===== src/rtl/ram_frame_dumper_pkg.sv =====
// Shared types and constants for the frame dumper: FSM state, frame geometry and,
// when DUMP_BMP_HEADER_EN is defined, the 54-byte BMP header table.
package frame_dump_pkg;

   localparam int IMG_W         = 256;
   localparam int IMG_H         = 256;
   localparam int HDR_LEN       = 54;
   localparam int BYTES_PER_PIX = 3;
   localparam int PIX_BITS      = 24;

   typedef enum logic [1:0] {
      IDLE = 2'd0,
      HDR  = 2'd1,
      PIX  = 2'd2,
      FIN  = 2'd3
   } state_t;

`ifdef DUMP_BMP_HEADER_EN
   // BITMAPFILEHEADER + BITMAPINFOHEADER for a 256x256 24bpp image, file size 196662.
   localparam logic [7:0] HDR_ROM [HDR_LEN] = '{
      8'h42, 8'h4D,
      8'h36, 8'h00, 8'h03, 8'h00,
      8'h00, 8'h00, 8'h00, 8'h00,
      8'h36, 8'h00, 8'h00, 8'h00,
      8'h28, 8'h00, 8'h00, 8'h00,
      8'h00, 8'h01, 8'h00, 8'h00,
      8'h00, 8'h01, 8'h00, 8'h00,
      8'h01, 8'h00,
      8'h18, 8'h00,
      8'h00, 8'h00, 8'h00, 8'h00,
      8'h00, 8'h00, 8'h03, 8'h00,
      8'h00, 8'h00, 8'h00, 8'h00, 8'h00, 8'h00, 8'h00, 8'h00,
      8'h00, 8'h00, 8'h00, 8'h00, 8'h00, 8'h00, 8'h00, 8'h00
   };

   function automatic logic [7:0] hdr_byte(input logic [5:0] idx);
      logic [7:0] b;
      b = 8'h00;
      if (idx < 6'(HDR_LEN)) b = HDR_ROM[idx];
      return b;
   endfunction
`endif

endpackage


===== src/rtl/ram_frame_dumper_if.sv =====
// Bus bundle of the frame dumper: RAM read port plus the outgoing byte stream.
interface ram_frame_dumper_if #(
   parameter int ADDR_W = 16
);
   logic [ADDR_W-1:0]                   RAM_A;
   logic                                RAM_OE;
   logic                                RAM_WE;
   logic [frame_dump_pkg::PIX_BITS-1:0] RAM_Q;

   // Stream: a byte moves when out_valid && out_ready at posedge. Once raised, out_valid
   // stays high and out_data/out_last stay stable until that transfer happens.
   logic [7:0] out_data;
   logic       out_valid;
   logic       out_ready;
   logic       out_last;

   modport master (
      output RAM_A, RAM_OE, RAM_WE, out_data, out_valid, out_last,
      input  RAM_Q, out_ready
   );

   modport slave (
      input  RAM_A, RAM_OE, RAM_WE, out_data, out_valid, out_last,
      output RAM_Q, out_ready
   );
endinterface


===== src/rtl/ram_frame_dumper_serializer.sv =====
// pixel_serializer: 2-entry pixel FIFO feeding a 3-byte MSB-first mux with a
// valid/ready output. A capture and a pop may happen in the same cycle.
module pixel_serializer
   import frame_dump_pkg::*;
(
   input  logic                clk,
   input  logic                rst,
   input  logic                en,
   input  logic                flush,
   input  logic                cap_valid,
   input  logic [PIX_BITS-1:0] cap_data,
   input  logic                out_ready,
   output logic                out_valid,
   output logic [7:0]          out_data,
   output logic [1:0]          byte_sel,
   output logic                pop,
   output logic [1:0]          occ
);

   logic [PIX_BITS-1:0] mem_q [2];
   logic [PIX_BITS-1:0] mem_d [2];
   logic                wr_ptr_q, wr_ptr_d;
   logic                rd_ptr_q, rd_ptr_d;
   logic [1:0]          occ_q, occ_d;
   logic [1:0]          byte_q, byte_d;
   logic [PIX_BITS-1:0] head;
   logic                fire;

   assign head      = mem_q[rd_ptr_q];
   assign out_valid = en && (occ_q != 2'd0);
   assign fire      = out_valid && out_ready;
   assign pop       = fire && (byte_q == 2'd2);
   assign byte_sel  = byte_q;
   assign occ       = occ_q;

   // Idle output reads as zero so the stream is quiet outside a transfer window.
   always_comb begin
      out_data = 8'h00;
      if (out_valid) begin
         case (byte_q)
            2'd0:    out_data = head[23:16];
            2'd1:    out_data = head[15:8];
            default: out_data = head[7:0];
         endcase
      end
   end

   always_comb begin
      mem_d    = mem_q;
      wr_ptr_d = wr_ptr_q;
      rd_ptr_d = rd_ptr_q;
      byte_d   = byte_q;
      occ_d    = occ_q + {1'b0, cap_valid} - {1'b0, pop};
      if (cap_valid) begin
         mem_d[wr_ptr_q] = cap_data;
         wr_ptr_d        = ~wr_ptr_q;
      end
      if (fire) begin
         if (byte_q == 2'd2) begin
            byte_d   = 2'd0;
            rd_ptr_d = ~rd_ptr_q;
         end else begin
            byte_d = byte_q + 2'd1;
         end
      end
      if (flush) begin
         wr_ptr_d = 1'b0;
         rd_ptr_d = 1'b0;
         occ_d    = 2'd0;
         byte_d   = 2'd0;
      end
   end

   always_ff @(posedge clk or negedge rst) begin
      if (!rst) begin
         mem_q[0] <= '0;
         mem_q[1] <= '0;
         wr_ptr_q <= 1'b0;
         rd_ptr_q <= 1'b0;
         occ_q    <= 2'd0;
         byte_q   <= 2'd0;
      end else begin
         mem_q    <= mem_d;
         wr_ptr_q <= wr_ptr_d;
         rd_ptr_q <= rd_ptr_d;
         occ_q    <= occ_d;
         byte_q   <= byte_d;
      end
   end

endmodule


===== src/rtl/ram_frame_dumper.sv =====
// ram_frame_dumper: reads a finished frame from image RAM and streams it as bytes.
// Optional feature macro DUMP_BMP_HEADER_EN prepends the 54-byte BMP header.
module ram_frame_dumper
   import frame_dump_pkg::*;
#(
   parameter int ADDR_W  = 16,
   parameter int PIX_W   = 24,
   parameter int NUM_PIX = 65536
) (
   input  logic               clk,
   input  logic               rst,
   input  logic               start,
   ram_frame_dumper_if.master bus,
   output logic               busy,
   output logic               dump_done,
   output state_t             dbg_state
);

   localparam logic [ADDR_W-1:0] LAST_IDX = ADDR_W'(NUM_PIX - 1);

   state_t            state_q, state_d;
   logic              busy_q, busy_d;
   logic              done_q, done_d;
   logic [ADDR_W-1:0] rd_addr_q, rd_addr_d;
   logic              rd_fin_q, rd_fin_d;
   logic              infl_q, infl_d;
   logic [ADDR_W-1:0] pix_idx_q, pix_idx_d;

   logic              issue;
   logic [PIX_W-1:0]  ram_word;
   logic              ser_valid, ser_pop;
   logic [7:0]        ser_data;
   logic [1:0]        ser_byte, ser_occ;
   logic              strm_valid, strm_last, strm_fire;
   logic [7:0]        strm_data;

   assign ram_word = bus.RAM_Q;

   pixel_serializer u_ser (
      .clk       (clk),
      .rst       (rst),
      .en        (state_q == PIX),
      .flush     (state_q == IDLE),
      .cap_valid (infl_q),
      .cap_data  (ram_word),
      .out_ready (bus.out_ready),
      .out_valid (ser_valid),
      .out_data  (ser_data),
      .byte_sel  (ser_byte),
      .pop       (ser_pop),
      .occ       (ser_occ)
   );

   // Buffered plus in-flight pixels never exceed the two FIFO slots.
   assign issue = (state_q == PIX) && !rd_fin_q && ((ser_occ + {1'b0, infl_q}) < 2'd2);

`ifdef DUMP_BMP_HEADER_EN
   logic [5:0] hdr_idx_q, hdr_idx_d;
   logic       hdr_valid;

   assign hdr_valid  = (state_q == HDR);
   assign strm_valid = hdr_valid || ser_valid;
   assign strm_data  = hdr_valid ? hdr_byte(hdr_idx_q) : ser_data;
`else
   assign strm_valid = ser_valid;
   assign strm_data  = ser_data;
`endif

   assign strm_last = ser_valid && (ser_byte == 2'd2) && (pix_idx_q == LAST_IDX);
   assign strm_fire = strm_valid && bus.out_ready;

   always_comb begin
      state_d   = state_q;
      busy_d    = busy_q;
      done_d    = done_q;
      rd_addr_d = rd_addr_q;
      rd_fin_d  = rd_fin_q;
      infl_d    = issue;
      pix_idx_d = pix_idx_q;
`ifdef DUMP_BMP_HEADER_EN
      hdr_idx_d = hdr_idx_q;
`endif
      if (issue) begin
         if (rd_addr_q == LAST_IDX) rd_fin_d = 1'b1;
         else                       rd_addr_d = rd_addr_q + ADDR_W'(1);
      end
      if (ser_pop) pix_idx_d = pix_idx_q + ADDR_W'(1);

      case (state_q)
         IDLE: begin
            if (start) begin
               busy_d    = 1'b1;
               done_d    = 1'b0;
               rd_addr_d = '0;
               rd_fin_d  = 1'b0;
               pix_idx_d = '0;
`ifdef DUMP_BMP_HEADER_EN
               hdr_idx_d = '0;
               state_d   = HDR;
`else
               state_d   = PIX;
`endif
            end
         end
         HDR: begin
`ifdef DUMP_BMP_HEADER_EN
            if (strm_fire) begin
               if (hdr_idx_q == 6'(HDR_LEN - 1)) begin
                  hdr_idx_d = '0;
                  state_d   = PIX;
               end else begin
                  hdr_idx_d = hdr_idx_q + 6'd1;
               end
            end
`else
            state_d = IDLE;
`endif
         end
         PIX: begin
            if (strm_fire && strm_last) state_d = FIN;
         end
         FIN: begin
            done_d  = 1'b1;
            busy_d  = 1'b0;
            state_d = IDLE;
         end
         default: state_d = IDLE;
      endcase
   end

   always_ff @(posedge clk or negedge rst) begin
      if (!rst) begin
         state_q   <= IDLE;
         busy_q    <= 1'b0;
         done_q    <= 1'b0;
         rd_addr_q <= '0;
         rd_fin_q  <= 1'b0;
         infl_q    <= 1'b0;
         pix_idx_q <= '0;
`ifdef DUMP_BMP_HEADER_EN
         hdr_idx_q <= '0;
`endif
      end else begin
         state_q   <= state_d;
         busy_q    <= busy_d;
         done_q    <= done_d;
         rd_addr_q <= rd_addr_d;
         rd_fin_q  <= rd_fin_d;
         infl_q    <= infl_d;
         pix_idx_q <= pix_idx_d;
`ifdef DUMP_BMP_HEADER_EN
         hdr_idx_q <= hdr_idx_d;
`endif
      end
   end

   assign bus.RAM_A     = rd_addr_q;
   assign bus.RAM_OE    = issue;
   assign bus.RAM_WE    = 1'b0;
   assign bus.out_data  = strm_data;
   assign bus.out_valid = strm_valid;
   assign bus.out_last  = strm_last;
   assign busy          = busy_q;
   assign dump_done     = done_q;
   assign dbg_state     = state_q;

endmodule

===== src/flat_wrapper.sv =====
// flat-port wrapper written by rule: the top's interface ports become plain ports
module ram_frame_dumper_flat import frame_dump_pkg::*;
#(
   parameter int ADDR_W  = 16,
   parameter int PIX_W   = 24,
   parameter int NUM_PIX = 65536
)
  (clk, rst, start, busy, dump_done, dbg_state, bus_RAM_A, bus_RAM_OE, bus_RAM_WE, bus_out_data, bus_out_valid, bus_out_last, bus_RAM_Q, bus_out_ready);
  ram_frame_dumper_if #(.ADDR_W(ADDR_W)) bus_i ();
  input  logic clk;
  input  logic rst;
  input  logic start;
  output logic busy;
  output logic dump_done;
  output state_t dbg_state;
  output wire logic [$bits(bus_i.RAM_A)-1:0] bus_RAM_A;
  output wire logic [$bits(bus_i.RAM_OE)-1:0] bus_RAM_OE;
  output wire logic [$bits(bus_i.RAM_WE)-1:0] bus_RAM_WE;
  output wire logic [$bits(bus_i.out_data)-1:0] bus_out_data;
  output wire logic [$bits(bus_i.out_valid)-1:0] bus_out_valid;
  output wire logic [$bits(bus_i.out_last)-1:0] bus_out_last;
  input wire logic [$bits(bus_i.RAM_Q)-1:0] bus_RAM_Q;
  input wire logic [$bits(bus_i.out_ready)-1:0] bus_out_ready;
  assign bus_RAM_A = bus_i.RAM_A;
  assign bus_RAM_OE = bus_i.RAM_OE;
  assign bus_RAM_WE = bus_i.RAM_WE;
  assign bus_out_data = bus_i.out_data;
  assign bus_out_valid = bus_i.out_valid;
  assign bus_out_last = bus_i.out_last;
  assign bus_i.RAM_Q = bus_RAM_Q;
  assign bus_i.out_ready = bus_out_ready;
  ram_frame_dumper #(.ADDR_W(ADDR_W), .PIX_W(PIX_W), .NUM_PIX(NUM_PIX)) u_core (.clk(clk), .rst(rst), .start(start), .bus(bus_i), .busy(busy), .dump_done(dump_done), .dbg_state(dbg_state));
endmodule

===== config.mk =====
export PLATFORM = sky130hd
export DESIGN_NAME = ram_frame_dumper_flat
export DESIGN_NICKNAME = d
export VERILOG_FILES = /design/src/rtl/ram_frame_dumper_pkg.sv /design/src/rtl/ram_frame_dumper_if.sv /design/src/rtl/ram_frame_dumper_serializer.sv /design/src/rtl/ram_frame_dumper.sv /design/src/flat_wrapper.sv
export SDC_FILE = /design/constraint.sdc
export NUM_CORES = 1
export LEC_CHECK = 0
export BUFFER_PORTS_ARGS = -buffer_cell sky130_fd_sc_hd__buf_2
export CORE_ASPECT_RATIO = 0.5
export CORE_MARGIN = 2
export CORE_UTILIZATION = 27
export CTS_BUF_LIST = sky130_fd_sc_hd__clkbuf_8 sky130_fd_sc_hd__clkbuf_16
export DETAILED_ROUTE_END_ITERATION = 10
export GPL_ROUTABILITY_DRIVEN = 0
export HOLD_SLACK_MARGIN = 0.05
export PLACE_DENSITY = 0.47
export SLEW_MARGIN = 15
export SYNTH_ARGS = -nofsm -noshare
export SYNTH_HDL_FRONTEND = slang
export SYNTH_SLANG_ARGS = --single-unit

===== constraint.sdc =====
create_clock -name clk -period 2.5 [get_ports clk]
set_clock_uncertainty 0.05 [all_clocks]
set_input_delay 0.25 -clock clk [delete_from_list [all_inputs] [get_ports clk]]
set_output_delay 0.25 -clock clk [all_outputs]
set_load 0.02 [all_outputs]

Yosys cells after proc, flatten, opt, wreduce, memory -nomap -nowiden
Cells that the tools add are included.
Widths: inputs -> output; s select.
{ "classes": {"add_sub_neg": 5, "n_mul": 0, "n_div": 0, "order_cmp": 4, "n_eq_ne": 9, "shift": 0, "muxes": 35, "bitwise_logic": 4, "reduce_logical": 21} }
{ "ops": {"columns": ["op", "count"], "rows": [
  ["$mux 16", 7],
  ["$mux 24", 4],
  ["$bwmux 48", 1],
  ["$add 16x1->16 const B", 2],
  ["$eq 16x16->1 const B", 2],
  ["$demux 24 s1", 1],
  ["$pmux 8 s2", 1],
  ["$mux 2", 6],
  ["$mux 1", 11],
  ["$reduce_bool 2->1", 5],
  ["$logic_and 1x1->1", 9],
  ["$mux 8", 1],
  ["$eq 2x2->1 const B", 3],
  ["$pmux 2 s3", 1],
  ["$reduce_and 2->1", 3],
  ["$eq 2x1->1 const B", 2],
  ["$ge 2x2->1 const B", 2],
  ["$logic_not 2->1", 2],
  ["$not 1->2", 2],
  ["$pmux 1 s2", 2],
  ["$add 2x1->2", 1],
  ["$add 2x1->2 const B", 1],
  ["$lt 2x1->1 const B", 1],
  ["$lt 2x2->1 const B", 1],
  ["6 further kinds", 7]
]} }
{ "totals": {"reg_bits": 92, "latchBits": 0, "mem_bits_rw": 0, "mem_bits_ro": 0, "wordCells": 91, "memories": 0} }

Longest topological paths before layout
Gate-level depths: netlist (run 1).
{ "logic_depth": {"ltp_word": 7, "ltp_mapped": 8, "mapped_depth_nobuf": 6} }

Cells and area by module
From an unflattened synthesis (run 1), not the netlist that was laid out.
{ "unflattened": {"cells_unflattened": 408, "hier_area_um2": 4586.9} }
{ "by_module_without_submodules": {"columns": ["module", "n_inst", "cells_per_inst", "area_each_um2", "seq_area_each_um2"], "rows": [
  ["pixel_serializer", 1, 201, 2578.7, 1351.3],
  ["ram_frame_dumper", 1, 207, 2008.2, 950.9]
]} }

Worst setup path after synthesis (run 1)
OpenSTA, ideal clock, no wires.
{ "synth_timing": {"path_type": "register to output", "from": "reg u_core.u_ser.byte_q[0], in the netlist u_core.u_ser.byte_sel[0]", "to": "out bus_out_data[6]", "t_arrival_ns": 2.367, "required_time_ns": 2.200, "slack_ns": -0.167, "path_stages_with_launch": 6, "path_buffers": 2, "cell_sequence": "dfrtp_1 clkbuf_1 buf_1 mux4_2 nor2_1 a2111oi_0"} }
{ "synth_between": {"elab_chain_cells": 3} }
{ "synth_lines": {"columns": ["item", "line", "source"], "rows": [
  ["start, declared", "ram_frame_dumper_serializer.sv:25", "logic [1:0] byte_q, byte_d;"],
  ["start signal, assigned", "ram_frame_dumper_serializer.sv:87", "byte_q <= byte_d;"],
  ["$eq 2x1->1 / $logic_not 2->1 (equally long branches)", "ram_frame_dumper_serializer.sv:40", "case (byte_q)"],
  ["$pmux 8 s2 *", "ram_frame_dumper_serializer.sv:40", null],
  ["$mux 8 *", "ram_frame_dumper_serializer.sv:39", "if (out_valid) begin"],
  ["end, declared", "flat_wrapper.sv:19", "output wire logic [$bits(bus_i.out_data)-1:0] bus_out_data;"]
]} }
Mark *: on every way between the ends. The rest lies on a longest branch, timed or not.

Worst setup path in the final report (run 1)
{ "layout_timing": {"from": "reg u_core.u_ser.rd_ptr_q", "to": "out bus_out_data[4]"} }
{ "layout_between": {"elab_chain_cells": 6} }
{ "layout_lines": {"columns": ["item", "line", "source"], "rows": [
  ["start, declared", "ram_frame_dumper_serializer.sv:23", "logic rd_ptr_q, rd_ptr_d;"],
  ["start signal, assigned", "ram_frame_dumper_serializer.sv:85", "rd_ptr_q <= rd_ptr_d;"],
  ["$not 1->2 (implied by the code)", "ram_frame_dumper_serializer.sv:29", "assign head = mem_q[rd_ptr_q];"],
  ["$mux 24 (implied by the code) (3 in a row)", "ram_frame_dumper_serializer.sv:29", null],
  ["$pmux 8 s2", "ram_frame_dumper_serializer.sv:40", null],
  ["$mux 8", "ram_frame_dumper_serializer.sv:39", null]
]} }
No other way between the ends. The select of a mux whose other input is x is not followed.

==> results.txt, run 1 <==
- The run finished with clean final reports.
- Setup total negative slack on the finished layout was measured at 0 ps.
- TritonCTS created 9 clock buffers.
- Setup slack closes at 153.4 ps.
* Syn Inst Count: 394
- Total setup buffers inserted after CTS: 0
- First DRT Iteration DRCs: 115
- The initialized floorplan defines 33 standard-cell rows.
- Number of enable-type register cells in the synthesized netlist: 0
- From synthesis to final layout, the design area changed by 20.89%.
- Top achievable clock speed: 426.1 MHz
* Warnings from Yosys: 0
- The worst path uses 93.86% of the clock period.
- Maximum number of buffers from clock root to sink: 2
- With fillers left out, the area of the finished cells amounts to 5524 um^2.
- The number of antenna violations at the first check in global routing was 0.
- Mean area per synthesized cell: 11.60 um^2
- Leakage power summed over all cells: 2.301 nW
- Post-synthesis sequential area ratio: 50.38%
- The worst register-to-register path has a setup slack of 260 ps.
* Pwr per Cell Area: 1173 nW/um^2
- The tool flagged a number of max-cap violations equal to 0.
- Number of ports placed on the die boundary: 60
- Syn Nets: 426
- TritonCTS built the clock tree.
- Pre-CTS WS: 210.9 ps
- Summing all placed instances gives a cell area of 5210 um^2.
- Sink Count: 92
* Number of synthesized register bits: 92
- Data arrival, critical path: 2050 ps
* Kind of path behind the tightest hold check: in -> reg
- In this run the critical register-to-register path is captured at u_core.bus.RAM_A[11].
- Measured along the x axis, the die boundary spans 188.0 um.
- After synthesis, the share of flip-flops with an asynchronous set or reset is 100.0%.
- In the routed layout, each cell is associated on average with a via count of 4.879.
- The first global-routing pass estimated 18.06 mm of wire.
- IO buf count: 58
* Placeable core region: 16,470 um^2
- Area share of the leading cell type in the synthesized netlist: 50.38%
- Capturing instance or port of the critical path: bus_out_data[4]
* RSZ-0062 raised after global routing: false
- Once detailed placement completed, the half-perimeter wirelength came to 7.308 mm.
- The count of cells in the finished layout, fillers not included, comes to 693.
- Including well taps, the total number of placed cells is 676.
* Die height: 95.99 um
- DR pass1 iterations: 4
- Once the floorplan was initialized, standard cells occupied 27.74% of the core.
- For the finished layout, the period the worst path requires is 2347 ps.
* Reg2Reg Depth: 5
- Level count of the clock H-tree: 3
- Share of layout cells above drive strength 1: 37.12%
* Diode count: 0
- Pin count of the biggest net entering global routing: 37
- Wire length per cell after detailed routing: 15.27 um
- The worst setup path is launched from a flip-flop.
* Endpoints failing setup: 0
- Cells fill 33.53% of the core in the end.
- The count of final hold-check violations is 0.
- For the pin with the worst max-slew slack, the measured transition is 658.1 ps.
- After clock tree synthesis, the clock-pin slew on the worst setup and hold paths is 70 ps.
- In this run the worst setup path begins at u_core.u_ser.rd_ptr_q.
* Final antenna-violating net count: 0
- At the end of the flow, the number of nets in the layout was 493.
- Along the worst path, the maximum fanout reaches 7.
- Crit Reg-Reg Startpoint: u_core.infl_q
- IR analysis of the VDD net gives a maximum drop of 389.7 uV.
- The worst setup path is captured at an output pin.
- The number of max-slew violations in the final report is 0.
- The tree is rooted in a sky130_fd_sc_hd__clkbuf_16.
* Dominant synthesized flop cell: sky130_fd_sc_hd__dfrtp_1
* Synth unique cells: 50
* DRC Markers: 0
* Required time of the critical path: 2200 ps
* Top-count cell post-synth: sky130_fd_sc_hd__dfrtp_1
- Post-synthesis cell type with the largest combined area: sky130_fd_sc_hd__dfrtp_1
- The die covers 18,040 um^2.
- Number of global-route vias before repair: 3,488
- Mapped cell area: 4569 um^2
- For this run the aggregate overflow at the end of global routing stands at 0.
- The worst setup path is of the reg -> out kind.
- The final route contains 3,381 vias.
- Global-route usage over all layers: 12.85%
- Clock insertion delay at the later pin of the skew report: 340 ps
- Total power: 6.481 mW
- Most area-consuming cells after synthesis: sky130_fd_sc_hd__dfrtp_1 50%, sky130_fd_sc_hd__mux2_2 15%, sky130_fd_sc_hd__mux4_2 3.9%
- After synthesis, the most frequently instantiated cells are 92 x sky130_fd_sc_hd__dfrtp_1, 62 x sky130_fd_sc_hd__mux2_2, 28 x sky130_fd_sc_hd__a21oi_1.
- On the final layout, the worst hold slack is 99.08 ps.
- Normalized max-slew margin: 55.79%
* WL final: 10.58 mm
==> power by group <==
part / total [mW] / switching (mW) / internal, mW / leakage [nW]
clock network: 1.36 / 0.593 / 0.770 / 0.135
logic: 2.61 / 1.18 / 1.42 / 1.05
registers: 2.51 / 0.455 / 2.06 / 1.12
total: 6.48 / 2.23 / 4.25 / 2.30
==> flip-flops by register name, summed over array words and instances (netlist names) <==
name,cells
u_core.u_ser.occ,2
u_core.dbg_state,2
u_core.bus.RAM_A,16
u_core.dump_done,1
u_core.u_ser.byte_sel,2
u_core.infl_q,1
u_core.rd_fin_q,1
u_core.pix_idx_q,16
u_core.u_ser.mem_q,48
u_core.busy,1
u_core.u_ser.rd_ptr_q,1
u_core.u_ser.wr_ptr_q,1
==> area by class of cell <==
class	instances	area, um^2
Multi-Input combinational cell	273	2147
Tap cell	227	284.0
Clock inverter	7	68.82
Clock buffer	9	225.2
Inverter	8	30.03
Fill cell	1687	10950
Timing Repair Buffer	77	462.9
Sequential cell	92	2306
==> how the worst min path moves through the flow <==
| stage | start | end | slack (ps) | depth (start not counted) |
|---|---|---|---|---|
| 2_1_floorplan | rst | u_core.bus.RAM_A[0] | -100 | 0 |
| 3_3_place_gp | rst | u_core.bus.RAM_A[5] | 200 | 1 |
| 3_5_place_dp | rst | u_core.bus.RAM_A[5] | 200 | 1 |
| 4_1_cts | bus_RAM_Q[10] | u_core.u_ser.mem_q[10] | 90 | 2 |
| 5_1_grt | bus_RAM_Q[16] | u_core.u_ser.mem_q[16] | 90 | 2 |
| 6_report | bus_RAM_Q[10] | u_core.u_ser.mem_q[10] | 100 | 2 |
==> layout by cell type, fill, tap and decap left out, types with 2 or more instances in the layout <==
cell                          n
sky130_fd_sc_hd__nor4_1       3
sky130_fd_sc_hd__a31oi_1      3
sky130_fd_sc_hd__nor3_1       3
sky130_fd_sc_hd__nand4_1     12
sky130_fd_sc_hd__clkinvlp_4   4
sky130_fd_sc_hd__or4_1       12
sky130_fd_sc_hd__xnor2_1      4
sky130_fd_sc_hd__or3_1        7
sky130_fd_sc_hd__clkbuf_16    9
sky130_fd_sc_hd__o41ai_1      2
sky130_fd_sc_hd__a21oi_1     28
sky130_fd_sc_hd__inv_1        8
sky130_fd_sc_hd__and4_1       7
sky130_fd_sc_hd__buf_2       57
sky130_fd_sc_hd__o311ai_0     2
sky130_fd_sc_hd__mux4_2       8
sky130_fd_sc_hd__or2_2        2
sky130_fd_sc_hd__and3_1       4
sky130_fd_sc_hd__nand2b_1     2
sky130_fd_sc_hd__nand3_1     16
sky130_fd_sc_hd__o31ai_1     12
sky130_fd_sc_hd__buf_4       17
sky130_fd_sc_hd__mux2_2      62
sky130_fd_sc_hd__ha_1         4
sky130_fd_sc_hd__or3b_2       2
sky130_fd_sc_hd__mux2i_1      3
sky130_fd_sc_hd__o21ai_0      8
sky130_fd_sc_hd__and2_1       8
sky130_fd_sc_hd__buf_12       2
sky130_fd_sc_hd__dfrtp_1     91
sky130_fd_sc_hd__nor2_1      20
sky130_fd_sc_hd__a211oi_1     2
sky130_fd_sc_hd__nand2_1     18
==> kinds of logic after synthesis <==
group,count (synthesis),share of synthesized area [%]
AO/OA/AOI/OAI,62,8.352
XOR/XNOR,5,0.9583
adder cells (fa/ha/maj),4,1.095
buffers and inverters,29,2.957
flip-flops,92,50.38
multiplexers,73,19.88
other,1,0.08207
AND/OR/NAND/NOR,128,16.29
==> what timing repair did <==
action                                  4_1_cts  5_1_grt
endpoints found under the setup margin        8        2
hold buffers                                  1        0
endpoints found under the hold margin        32        0
resized for setup                             1        2
==> layer usage <==
metal | part of all wire, % | GRT usage (%) | wire length (um)
met1 | 50 | 16.66 | 5296
met2 | 46 | 21.27 | 4819
met3 | 3.4 | 3.318 | 358
met4 | 1.0 | 4.134 | 107
met5 | 0 | 0 | 0
==> worst max-delay path: stages (launching register included) <==
cell	delay [ps]
sky130_fd_sc_hd__dfrtp_1	640
sky130_fd_sc_hd__buf_4	250
sky130_fd_sc_hd__mux4_2	500
sky130_fd_sc_hd__and2_1	170
sky130_fd_sc_hd__buf_2	150
Note: power is estimated with default switching activity, not from simulation.
==> run 2: changes to the inputs <==
- BUFFER_PORTS_ARGS: -buffer_cell sky130_fd_sc_hd__buf_2 -> not set
- DONT_BUFFER_PORTS: not set -> 1
- PLACE_DENSITY: 0.47 -> 0.44
- clock period: 2.5 -> 3.04 ns (I/O delays scaled with it)
==> results.txt, run 2 (synthesized netlist as in run 1, its figures left out) <==
- The first detailed-routing pass ran for 4 iterations.
- The count of nets left with antenna violations once routing finished came out at 0.
* Top achievable clock speed: 375.4 MHz
- Along the worst path, the maximum fanout reaches 19.
- Across all layers, the routed design uses 3,206 vias.
- Transition time at the pin with the least slew margin: 797.5 ps
* Diode count: 0
- For this configuration, the core starts out at a cell density of 27.74%.
- Compared with the post-synthesis result, the final layout area differs by 18.51%.
* Shortest clock period the worst path allows after layout: 2664 ps
- Total setup buffers inserted after CTS: 0
* Reg with most FFs: u_core.u_ser.mem_q
* WL final: 10.64 mm
- For this design the ratio of total power to cell area is 943.5 nW/um^2.
* Final-report max-slew violation count: 0
- End-of-flow core utilization: 32.87%
* Sequential share of power: 42.1%
- First-pass GRT wire length: 17.67 mm
* Pin count of the biggest net entering global routing: 93
- Normalized max-slew margin: 46.83%
- RSZ-0062 raised after global routing: false
* Switching part of the total: 34.71%
- Status: finished clean
* Total overflow reported by the global router: 0
- The number of clock buffers added by TritonCTS is 9.
* Element type at the critical path end: output pin
* Internal power of the cells: 3.336 mW
- Quantity of hold-fixing buffers added after cts: 26
* Kind of critical path: reg -> out
* Net count reported at finish: 455
- Clock tree from TritonCTS: yes
- Setup violations remaining at the end of the flow were counted as 0.
* Worst voltage drop across the vdd grid: 293.7 uV
* Number of ports placed on the die boundary: 60
- Gates resized during post-CTS repair numbered 0.
- The clock net in this run drives a total of 92 sinks.
* Horiz. Die Dim: 188.0 um
- Data arrival, critical path: 2310 ps
- The number of antenna violations at the first check in global routing came to 0.
- Floorplan row count: 33
- Global-route usage over all layers: 12.68%
- Placeable core region: 16,470 um^2
* Leakage power summed over all cells: 2.141 nW
- Die height: 95.99 um
* First DRT Iteration DRCs: 153
* Number of global-route vias before repair: 3,231
- Clock-pin transition on the worst setup and hold timing paths: 70 ps
- Combinational Power Share: 36.5%
- Total Die Area: 18,040 um^2
- TNS Setup: 0 ps
- Root Driver: sky130_fd_sc_hd__clkbuf_16
- Buffers placed on the I/O ports in this run total 0.
- Final period utilization: 87.62%
* Clock insertion delay at the later pin of the skew report: 350 ps
- Summed over all nets, the half-perimeter wirelength after detailed placement is 6.972 mm.
- Dividing the detail-routed via count by the number of cells gives 4.910.
- Maximum number of buffers from clock root to sink: 2
- After detailed routing, the average wire length per cell comes to 16.29 um.
- Leaving out fill and tap cells, the most frequent cell in the layout is sky130_fd_sc_hd__dfrtp_1.
* Required time of the critical path: 2690 ps
- Per report_power, the clock group accounts for 21.5% of the total.
- Max Cap Violations: 0
- The design draws 5.109 mW.
- Leaving out fill and tap cells, the most frequent cells in the layout are 92 x sky130_fd_sc_hd__dfrtp_1, 62 x sky130_fd_sc_hd__mux2_2, 28 x sky130_fd_sc_hd__a21oi_1, 26 x sky130_fd_sc_hd__dlygate4sd3_1, 20 x sky130_fd_sc_hd__nor2_1.
- DRC Markers: 0
* Largest register FFs: 48
- In the final layout, the share of cells above drive strength 1 is 24.88%.
- The count of final hold-check violations came to 0.
- The worst hold path belongs to the class in -> reg.
- The H-tree generated during clock tree synthesis spans 3 levels.
- The analysis attributes to net switching a power of 1.774 mW.
- The worst setup path is launched from a flip-flop.
- Smallest hold slack: 65.85 ps
-- run 2: worst paths after layout --
check	end	cells past startpoint	startpoint	slack [ps]
worst max-delay path	bus_out_data[5]	3	u_core.u_ser.byte_sel[0]	380
worst min-delay path	u_core.u_ser.mem_q[44]	1	bus_RAM_Q[20]	70
worst max register to register	u_core.bus.RAM_A[13]	4	u_core.dbg_state[0]	580
worst min register to register	u_core.u_ser.mem_q[2]	1	u_core.u_ser.mem_q[2]	450
max in group asynchronous	u_core.u_ser.mem_q[25]	2	rst	2050
min in group asynchronous	u_core.bus.RAM_A[7]	2	rst	450
-- run 2: routing by layer --
layer | wire length, um | global-route usage, % | vias to the layer above | part of all wire [%]
li1 | - | - | 1536 | -
met1 | 5145 | 16.48 | 1620 | 48
met2 | 4900 | 20.56 | 40 | 46
met3 | 474 | 4.047 | 10 | 4.5
met4 | 118 | 3.543 | 0 | 1.1
met5 | 0 | 0 | - | 0
-- run 2: final cells by class --
type,instances,area (um^2)
Multi-Input combinational cell,273,2141
Fill cell,1656,11060
Sequential cell,92,2302
Tap cell,227,284.0
Clock buffer,9,225.2
Inverter,8,30.03
Timing Repair Buffer,39,377.9
Clock inverter,5,55.05
-- run 2: critical path: stages (launching register included) --
cell	delay (ps)
sky130_fd_sc_hd__dfrtp_1	870
sky130_fd_sc_hd__mux2_2	410
sky130_fd_sc_hd__mux4_2	440
sky130_fd_sc_hd__and2_1	240
-- run 2: metrics by stage --
| stage | std cells | setup slack (ps) | area (um^2) |
|---|---|---|---|
| floorplan | 394 | 318.8 | 4569 |
| global placement | 612 | 607.9 | 4847 |
| detailed placement | 612 | 570.6 | 4847 |
| CTS | 652 | 311.6 | 5405 |
| global route | 653 | 210.3 | 5415 |
| finish | 653 | 376.3 | 5415 |
-- run 2: power groups by stage --
| stage | Clock [mW] | Sequential (mW) | Combinational (mW) |
|---|---|---|---|
| final | 1.10 | 2.15 | 1.86 |
| after global routing | 1.20 | 2.24 | 2.04 |
| after CTS | 1.15 | 2.16 | 1.90 |
| after detailed placement | 0 | 2.18 | 1.84 |
| after global placement | 0 | 2.18 | 1.82 |
| after floorplan | 0 | 1.98 | 1.58 |
==> run 3: changes to the inputs <==
- SETUP_SLACK_MARGIN: not set -> 0.4
==> results.txt, run 3 (synthesized netlist as in run 1, its figures left out) <==
- Status: finished clean
* Largest register FFs: 48
* Kind of path behind the tightest hold check: in -> reg
- Shortest clock period the worst path allows after layout: 2476 ps
- The number of max-slew violations in the final report was 0.
- Counting instances, the worst hold path has a depth of 1.
* TritonCTS Buffers: 9
* Slowest stage cell on the critical path: sky130_fd_sc_hd__or4_4
- Of the cells placed in the final design, the portion with a size suffix greater than 1 is 26.33%.
* Number of ports placed on the die boundary: 60
- Data arrival, critical path: 2680 ps
- Most common cell after layout, fill and taps aside: sky130_fd_sc_hd__dfrtp_1
- Leakage power summed over all cells: 2.088 nW
* Pwr per Cell Area: 971.1 nW/um^2
- In the layout the commonest cells are 91 x sky130_fd_sc_hd__dfrtp_1, 62 x sky130_fd_sc_hd__mux2_2, 28 x sky130_fd_sc_hd__a21oi_1, 20 x sky130_fd_sc_hd__nor2_1, 18 x sky130_fd_sc_hd__nand2_1.
- Sink Count: 92
- Initial antenna violation count: 0
- Compared with the post-synthesis result, the final layout area differs by 16.40%.
* Maximum number of buffers from clock root to sink: 2
* CP Buf/Inv Count: 0
- Clock tree synthesis selected as its root buffer the cell sky130_fd_sc_hd__clkbuf_16.
- Global routing used 12.54% of the available tracks across all layers.
* Element type at the critical path end: flip-flop
* Total overflow reported by the global router: 0
- The critical path in this run is classified as reg -> reg.
- Clock insertion delay at the later pin of the skew report: 340 ps
- After floorplanning, the core was divided into 33 placement rows.
- Buffers added to address setup during post-CTS repair amount to 0.
- The worst pin sits at a relative slew slack of 53.63%.
- At the end of the flow, the number of nets in the layout was 442.
* Clock tree from TritonCTS: yes
- Placeable core region: 16,470 um^2
* Overall via count from detail_route: 3,204
* Endpoints failing setup: 0
- First DRT Iteration DRCs: 166
- Once the floorplan was initialized, standard cells occupied 27.74% of the core.
* Ordered list of cells on the worst path: or3b_4, or4_4, or4_1, a21oi_1
- The worst register-to-register path begins at u_core.dbg_state[0].
* Wire length per cell after detailed routing: 16.62 um
* Delay of the slowest cell on the worst path: 610 ps
* Reg with most FFs: u_core.u_ser.mem_q
* Diode count: 0
- For hold timing, the worst endpoint is u_core.u_ser.mem_q[36].
- Summing all non-filler instances in the final layout gives an area of 5319 um^2.
- IO buf count: 0
- Top achievable clock speed: 403.9 MHz
- Die height: 95.99 um
- The worst hold path begins at bus_RAM_Q[12].
- Detailed-placement wirelength estimate: 6.985 mm
* DR pass1 iterations: 4
- DRC Markers: 0
- Hold Fails Final Rpt: 0
- The worst setup path is launched from a flip-flop.
- The tool flagged a number of max-cap violations equal to 0.
* Reg2Reg Capture Point: u_core.bus.RAM_A[7]
- Of all nets on the critical path, the largest fanout is 12.
- Setup repair after global routing left no endpoint under its margin.
* Register-to-register path setup slack: 560 ps
- Using the TritonRoute via totals, the vias-per-cell ratio works out to 4.998.
* Level count of the clock H-tree: 3
- Clock-pin transition on the worst setup and hold timing paths: 70 ps
- The placed instances occupy a cell area of 4860 um^2.
- The design draws 5.165 mW.
* Total Die Area: 18,040 um^2
- Worst voltage drop across the vdd grid: 291.7 uV
- First-pass GRT wire length: 17.64 mm
- Pin count of the biggest net entering global routing: 93
- Final period utilization: 81.44%
- For the worst flop-to-flop path, the logic depth is 4.
- Final antenna-violating net count: 0
* Required time of the critical path: 3250 ps
- The routed design has 10.66 mm of wire.
- The die is 188.0 um wide.
* Number of global-route vias before repair: 3,223
* Family with the most delay on the worst path: simple AND/OR/NAND/NOR gates
* TNS Setup: 0 ps
- Transition time at the pin with the least slew margin: 690.2 ps
==> run 3: cell types whose count changed in the layout (fill, tap and decap cells not counted) <==
cell / previous run / this run
sky130_fd_sc_hd__buf_12: 0 / 1
sky130_fd_sc_hd__dfrtp_1: 92 / 91
sky130_fd_sc_hd__clkbuf_8: 0 / 1
sky130_fd_sc_hd__dfrtp_2: 0 / 1
sky130_fd_sc_hd__clkinv_2: 1 / 0
sky130_fd_sc_hd__buf_4: 12 / 11
sky130_fd_sc_hd__dlygate4sd3_1: 26 / 13
sky130_fd_sc_hd__inv_1: 8 / 7
sky130_fd_sc_hd__clkinvlp_4: 1 / 3
==> run 3: final cells by class <==
cell class              count  area [um^2]
clock inverters             5        61.31
flip-flops and latches     92         2303
well taps                 227        284.0
fillers                  1632        11160
multi-input cells         273         2141
repair buffers             26        260.3
inverters                   8        30.03
clock buffers              10        239.0
==> run 3: how the worst max path moves through the flow <==
stage                             startpoint                  end  slack [ps]  cells past startpoint
floorplan           u_core.u_ser.byte_sel[0]      bus_out_data[6]         560                      5
global placement         u_core.dbg_state[0]  u_core.bus.RAM_A[9]         610                      4
detailed placement       u_core.dbg_state[0]  u_core.bus.RAM_A[7]         570                      4
CTS                 u_core.u_ser.byte_sel[0]      bus_out_data[7]         570                      3
global route             u_core.pix_idx_q[6]         bus_out_last         440                      5
finish                   u_core.dbg_state[0]  u_core.bus.RAM_A[7]         560                      4
==> run 3: worst reg2reg max path, stage by stage (launching register included) <==
cell	delay (ps)
sky130_fd_sc_hd__dfrtp_1	570
sky130_fd_sc_hd__or3b_4	480
sky130_fd_sc_hd__or4_4	610
sky130_fd_sc_hd__or4_1	530
sky130_fd_sc_hd__a21oi_1	170
==> run 3: where the power goes <==
group	internal, mW	total (mW)	switching (mW)
clock network	0.659	1.15	0.488
registers	1.69	2.11	0.428
logic	1.02	1.90	0.884
total	3.36	5.16	1.80
==> run 3: what timing repair did <==
| item | CTS | global route |
|---|---|---|
| hold endpoints to repair | 100 | 5 |
| setup endpoints to repair | 7 | 0 |
| resized for setup | 1 | 0 |
| hold buffers | 9 | 5 |
==> run 3: stage by stage <==
step | hold WS, ps | setup slack (ps) | cells | utilization (%)
global route | 50.10 | 442.0 | 641 | 32.29
global placement | -37.07 | 613.5 | 612 | 29.50
CTS | 50.01 | 569.0 | 636 | 31.98
floorplan | -41.59 | 564.2 | 394 | -
finish | 64.74 | 564.1 | 641 | 32.29
detailed placement | -39.15 | 566.6 | 612 | 29.50
==> run 3: layer usage <==
layer	vias to the layer above	share of wire (%)	wire length, um	global-route usage [%]
met3	4	4.8	509	3.609
met2	73	48	5070	21.20
met5	-	0	0	0
met1	1612	47	5002	15.99
met4	0	0.69	73	3.215
li1	1515	-	-	-
